### src/rtl/pipe_control.sv
// pipe_control: RV32I ID-stage decode feeding the EX/MEM/WB control-word pipeline, plus the stall, flush and freeze hazard controls.
module pipe_control #(
    parameter bit ILLEGAL_CHECK  = 1'b1,
    parameter bit LOAD_USE_STALL = 1'b1
) (
    input  logic        i_clk,
    input  logic        i_rst_n,
    input  logic [31:0] i_instr_id,
    input  logic        i_instr_valid,
    input  logic        i_ex_branch_taken,
    input  logic        i_mem_ready,
    output logic        o_stall_if,
    output logic        o_flush_ifid,
    output logic [11:0] o_ex_ctrl,
    output logic [11:0] o_mem_ctrl,
    output logic [11:0] o_wb_ctrl,
    output logic [4:0]  o_ex_rd,
    output logic [4:0]  o_mem_rd,
    output logic [4:0]  o_wb_rd,
    output logic        o_ex_illegal
);
    localparam logic [6:0] OP_R     = 7'b0110011;
    localparam logic [6:0] OP_I     = 7'b0010011;
    localparam logic [6:0] OP_LOAD  = 7'b0000011;
    localparam logic [6:0] OP_JALR  = 7'b1100111;
    localparam logic [6:0] OP_S     = 7'b0100011;
    localparam logic [6:0] OP_B     = 7'b1100011;
    localparam logic [6:0] OP_LUI   = 7'b0110111;
    localparam logic [6:0] OP_AUIPC = 7'b0010111;
    localparam logic [6:0] OP_JAL   = 7'b1101111;

    logic [6:0]  w_op;
    logic [2:0]  w_br;
    logic [11:0] w_ctrl;
    logic [11:0] w_dec_ctrl;
    logic [4:0]  w_rd;
    logic        w_known;
    logic        w_use_rs1;
    logic        w_use_rs2;
    logic        w_illegal;
    logic        w_load_use;
    logic        w_freeze;
    logic        w_bubble;

    logic [11:0] r_ex_ctrl;
    logic [11:0] r_mem_ctrl;
    logic [11:0] r_wb_ctrl;
    logic [4:0]  r_ex_rd;
    logic [4:0]  r_mem_rd;
    logic [4:0]  r_wb_rd;
    logic        r_ex_illegal;

    assign w_op = i_instr_id[6:0];

    always_comb begin
        w_ctrl    = '0;
        w_known   = 1'b1;
        w_use_rs1 = 1'b0;
        w_use_rs2 = 1'b0;
        case (i_instr_id[14:12])
            3'b000:  w_br = 3'd1;
            3'b001:  w_br = 3'd2;
            3'b100:  w_br = 3'd3;
            3'b101:  w_br = 3'd4;
            3'b110:  w_br = 3'd5;
            3'b111:  w_br = 3'd6;
            default: w_br = 3'd0;
        endcase
        case (w_op)
            OP_R:     begin w_ctrl = 12'h802; w_use_rs1 = 1'b1; w_use_rs2 = 1'b1; end
            OP_I:     begin w_ctrl = 12'h803; w_use_rs1 = 1'b1; end
            OP_LOAD:  begin w_ctrl = 12'hB03; w_use_rs1 = 1'b1; end
            OP_JALR:  begin w_ctrl = 12'h80B; w_use_rs1 = 1'b1; end
            OP_S:     begin w_ctrl = 12'h402; w_use_rs1 = 1'b1; w_use_rs2 = 1'b1; end
            OP_B:     begin w_ctrl = {5'b0, w_br, 4'b0010}; w_use_rs1 = 1'b1; w_use_rs2 = 1'b1; end
            OP_LUI:   w_ctrl = 12'h800;
            OP_AUIPC: w_ctrl = 12'h804;
            OP_JAL:   w_ctrl = 12'h882;
            default:  w_known = 1'b0;
        endcase
    end

    assign w_dec_ctrl = i_instr_valid ? w_ctrl : 12'h000;
    assign w_rd       = w_dec_ctrl[11] ? i_instr_id[11:7] : 5'd0;
    assign w_illegal  = ILLEGAL_CHECK && i_instr_valid && !w_known;

    // x0 never carries a real value, so a load to x0 cannot create a hazard
    assign w_load_use = LOAD_USE_STALL && i_instr_valid && r_ex_ctrl[9] && (r_ex_rd != 5'd0) &&
                        ((w_use_rs1 && i_instr_id[19:15] == r_ex_rd) ||
                         (w_use_rs2 && i_instr_id[24:20] == r_ex_rd));
    assign w_freeze   = (r_mem_ctrl[10] | r_mem_ctrl[9]) & ~i_mem_ready;
    assign w_bubble   = i_ex_branch_taken | w_load_use;

    assign o_stall_if   = w_freeze | (w_load_use & ~i_ex_branch_taken);
    assign o_flush_ifid = i_ex_branch_taken & ~w_freeze;

    always_ff @(posedge i_clk) begin
        if (!i_rst_n) begin
            r_ex_ctrl    <= '0;
            r_mem_ctrl   <= '0;
            r_wb_ctrl    <= '0;
            r_ex_rd      <= '0;
            r_mem_rd     <= '0;
            r_wb_rd      <= '0;
            r_ex_illegal <= 1'b0;
        end else if (!w_freeze) begin
            r_ex_ctrl    <= w_bubble ? 12'h000 : w_dec_ctrl;
            r_ex_rd      <= w_bubble ? 5'd0 : w_rd;
            r_ex_illegal <= !w_bubble && w_illegal;
            r_mem_ctrl   <= r_ex_ctrl;
            r_mem_rd     <= r_ex_rd;
            r_wb_ctrl    <= r_mem_ctrl;
            r_wb_rd      <= r_mem_rd;
        end
    end

    assign o_ex_ctrl    = r_ex_ctrl;
    assign o_mem_ctrl   = r_mem_ctrl;
    assign o_wb_ctrl    = r_wb_ctrl;
    assign o_ex_rd      = r_ex_rd;
    assign o_mem_rd     = r_mem_rd;
    assign o_wb_rd      = r_wb_rd;
    assign o_ex_illegal = r_ex_illegal;
endmodule

### config.mk
export PLATFORM = sky130hd
export DESIGN_NAME = pipe_control
export DESIGN_NICKNAME = d
export VERILOG_FILES = /design/src/rtl/pipe_control.sv
export SDC_FILE = /design/constraint.sdc
export NUM_CORES = 1
export LEC_CHECK = 0
export CAP_MARGIN = 20
export CORE_MARGIN = 2
export CORE_UTILIZATION = 45
export DETAILED_ROUTE_END_ITERATION = 12
export GPL_TIMING_DRIVEN = 0
export PLACE_DENSITY = 0.83
export SLEW_MARGIN = 30
export SYNTH_ARGS = -nofsm -noshare
export SYNTH_HDL_FRONTEND = slang
export SYNTH_SLANG_ARGS = --single-unit
### constraint.sdc
create_clock -name i_clk -period 4.5 [get_ports i_clk]
set_input_delay 0.675 -clock i_clk [delete_from_list [all_inputs] [get_ports i_clk]]
set_output_delay 0.675 -clock i_clk [all_outputs]
set_load 0.02 [all_outputs]
==> run_results.csv <==
group,metric,value,unit
outcome,status,"finished, final reports clean",
clock_tree,post_cts_resized,0,
pwr,seqPwrFrac,55.5,%
sta,worst_pin_slew,0.504,ns
logic_synthesis,synth-main-ff-cell,"dfxtp_1",
setup_path,crit_chain,"clkdlybuf4s50_1 > a21boi_1 > nand4_1 > or4_4 > a211oi_4 > a21o_1 > clkdlybuf4s50_1",
floorplanning,num_io_pins,91,
logic_synthesis,yosysTopAreaCell,"dfxtp_1",
setup_path,crit_type,"primary input to output pin",
drt,drt_iter0_markers,134,
setup_path,critPathMaxFanout,6,
pwr,swShare,22.0,%
layout,drive_gt1_share,7.44,%
pwr,p_int,611,uW
logic_synthesis,synth_edf_count,0,
grt,grt_pass1_wl,9460,um
job,drv_cap,0,
clock_tree,ctsHoldBuffers,0,
logic_synthesis,synth_area_leaders,"dfxtp_1 (44%), nand2_1 (14%), a21boi_0 (11%), o21ai_2 (3.9%), clkbuf_1 (2.5%)",
setup_path,critPathTopFamily,"buffers and inverters",
setup_path,cpPeakStageDelay,0.61,ns
drt,wl,5910,um
sta,slew_headroom,66.4,%
pwr,power.density,242,mW/mm2
logic_synthesis,syn_inst,273,
sta,fmax,259,MHz
hold_path,hold_class,"flop to flop",
sta,hold_viol,0,
sta,whs,0.462,ns
logic_synthesis,synth_nets,310,
drt,dr_total_vias,2226,
floorplanning,core-area,0.00475,mm2
drt,wl_per_cell,13.7,um
layout,antennaDiodeCount,0,
pwr,p_sw,173,uW
setup_path,crit_arrival,3.19,ns
clock_tree,root_buffer,"clkbuf_8",
placement,gp_congestion,0.918,
sta,fin_skew,0.00641,ns
pwr,power_frac_comb,8.8,%
setup_path,crit_buf_inv,2,
sta,slew_violations,0,
layout,syn_to_final_growth,45.1,%
pwr,p_leak,0.00108,uW
clock_tree,cts_buffers,5,
clock_tree,cts_tree,"yes",
sta,finalSetupViolations,0,
logic_synthesis,synth_area_per_cell,8.18,um2
clock_tree,clock_path_buffers,2,
clock_tree,htree_levels,2,
floorplanning,fp.dieH,74.4,um
floorplanning,design.die.area,0.00554,mm2
placement,io_buffers,82,
drt,viasPerCell,5.18,
grt,overflow,0,
pwr,total_power,784,uW
grt,track_usage,22.2,%
pwr,p_clk_share,35.7,%
clock_tree,post-cts-setup-buffer-count,0,
setup_path,cp-start-kind,"primary input",
floorplanning,start_util,46.9,%
sta,rsz0062_at_grt,"no",
logic_synthesis,ys_seq_area_share,43.9,%
setup_path,crit_path_top_delay_cell,"clkdlybuf4s50_1",
placement,hpwl,4550,um
drt,drcViolationCount,0,
layout,final_net_count,399,
drt,firstDrtPassIters,4,
logic_synthesis,synth_cell_types,38,
grt,grt_pass1_vias,1988,
logic_synthesis,yosysTopAreaCellShare,43.9,%
grt,grt_max_degree,15,
pwr,ir_drop,0.128,mV
clock_tree,cts_num_sinks,49,
logic_synthesis,synth_common_cells,"nand2_1 (84), dfxtp_1 (49), a21boi_0 (33)",
clock_tree,clk-insertion-delay-late,0.30,ns
sta,finalSetupTns,0,ns
floorplanning,fp-row-count,25,
logic_synthesis,synth_area,0.00223,mm2
sta,layout_min_cycle_time,3.87,ns
logic_synthesis,synthMostInstantiatedCell,"nand2_1",
drt,ant_nets,0,
sta,timing.final.crit_share,85.9,%
setup_path,cp_common_cell,"clkdlybuf4s50_1",
logic_synthesis,ys_ff_latch,49,
grt,antenna_found_initial,0,
logic_synthesis,async_reset_ff_share,0,%
clock_tree,clkSlewWorstSetupHoldPaths,0.09,ns
setup_path,required,3.83,ns
setup_path,end_kind,"output pin",
floorplanning,die_w,74.4,um
logic_synthesis,yosysWarnings,0,
==> worst paths after layout <==
check | from | to | slack [ns] | cells past startpoint
max | i_instr_id[5] | o_stall_if | 0.63 | 7
min | o_wb_rd[3] | o_wb_rd[3] | 0.46 | 2
max reg2reg | o_mem_ctrl[9] | o_ex_ctrl[0] | 2.32 | 6
min reg2reg | o_wb_rd[3] | o_wb_rd[3] | 0.46 | 2
==> cell type report <==
type	instances	area (um2)
Sequential cell	49	981
Timing Repair Buffer	82	821
Inverter	1	3.75
Fill cell	401	1520
Multi-Input combinational cell	202	1150
Tap cell	67	83.8
Clock inverter	1	5.00
Buffer	21	98.8
Clock buffer	7	96.3
==> kinds of logic after synthesis <==
group / Yosys count / synth area share [%]
AND/OR/NAND/NOR: 132 / 26.6
AO/OA/AOI/OAI: 59 / 20.5
XOR/XNOR: 11 / 4.32
flip-flops: 49 / 43.9
buffers and inverters: 22 / 4.60
==> power groups by stage <==
| stage | logic [uW] | clock network (uW) | registers (uW) |
|---|---|---|---|
| after floorplan | 27.5 | 0 | 446 |
| after global placement | 66.5 | 0 | 445 |
| after detailed placement | 68.0 | 0 | 445 |
| after CTS | 68.3 | 279 | 435 |
| after global routing | 74.3 | 300 | 435 |
| final | 68.8 | 280 | 435 |
==> sequential cells by signal, indices dropped and copies added (netlist names) <==
register	cells
o_ex_illegal	1
o_mem_ctrl	11
o_ex_rd	5
o_ex_ctrl	11
o_wb_rd	5
o_wb_ctrl	11
o_mem_rd	5
==> through the flow <==
| stage | instances | utilization, % | instance area (um2) | setup slack [ns] |
|---|---|---|---|---|
| 3_3_place_gp | 422 | 66.0 | 3140 | 0.676 |
| 2_1_floorplan | 273 | - | 2230 | 1.79 |
| 4_1_cts | 430 | 68.1 | 3240 | 0.645 |
| 6_report | 430 | 68.1 | 3240 | 0.635 |
| 3_5_place_dp | 422 | 66.0 | 3140 | 0.659 |
| 5_1_grt | 430 | 68.1 | 3240 | 0.534 |
==> worst min-delay path, delay by kind of cell (launching register included) <==
kind / cells / cell delay, ns
compound gates: 1 / 0.06
flops: 1 / 0.32
simple gates: 1 / 0.05
==> layout by cell type, fill, tap and decap left out, types with 4 or more instances in the layout <==
| master | instances |
|---|---|
| nand2_1 | 84 |
| dfxtp_1 | 49 |
| xnor2_1 | 6 |
| nand3_1 | 6 |
| xor2_1 | 5 |
| clkbuf_1 | 15 |
| nand4_1 | 9 |
| nor3_1 | 4 |
| nor2b_1 | 5 |
| clkbuf_8 | 7 |
| clkdlybuf4s50_1 | 82 |
| o21ai_2 | 10 |
| nor2_1 | 10 |
| a21boi_0 | 33 |
==> routing by layer <==
| layer | routed length, um | global-route usage (%) | vias up |
|---|---|---|---|
| met3 | 342 | 3.12 | 6 |
| met2 | 2960 | 37.1 | 80 |
| met4 | 60 | 6.94 | 0 |
| met1 | 2540 | 29.7 | 1041 |
| li1 | - | - | 1099 |
| met5 | 0 | 0 | - |
Power figures use the tool's default switching activity.
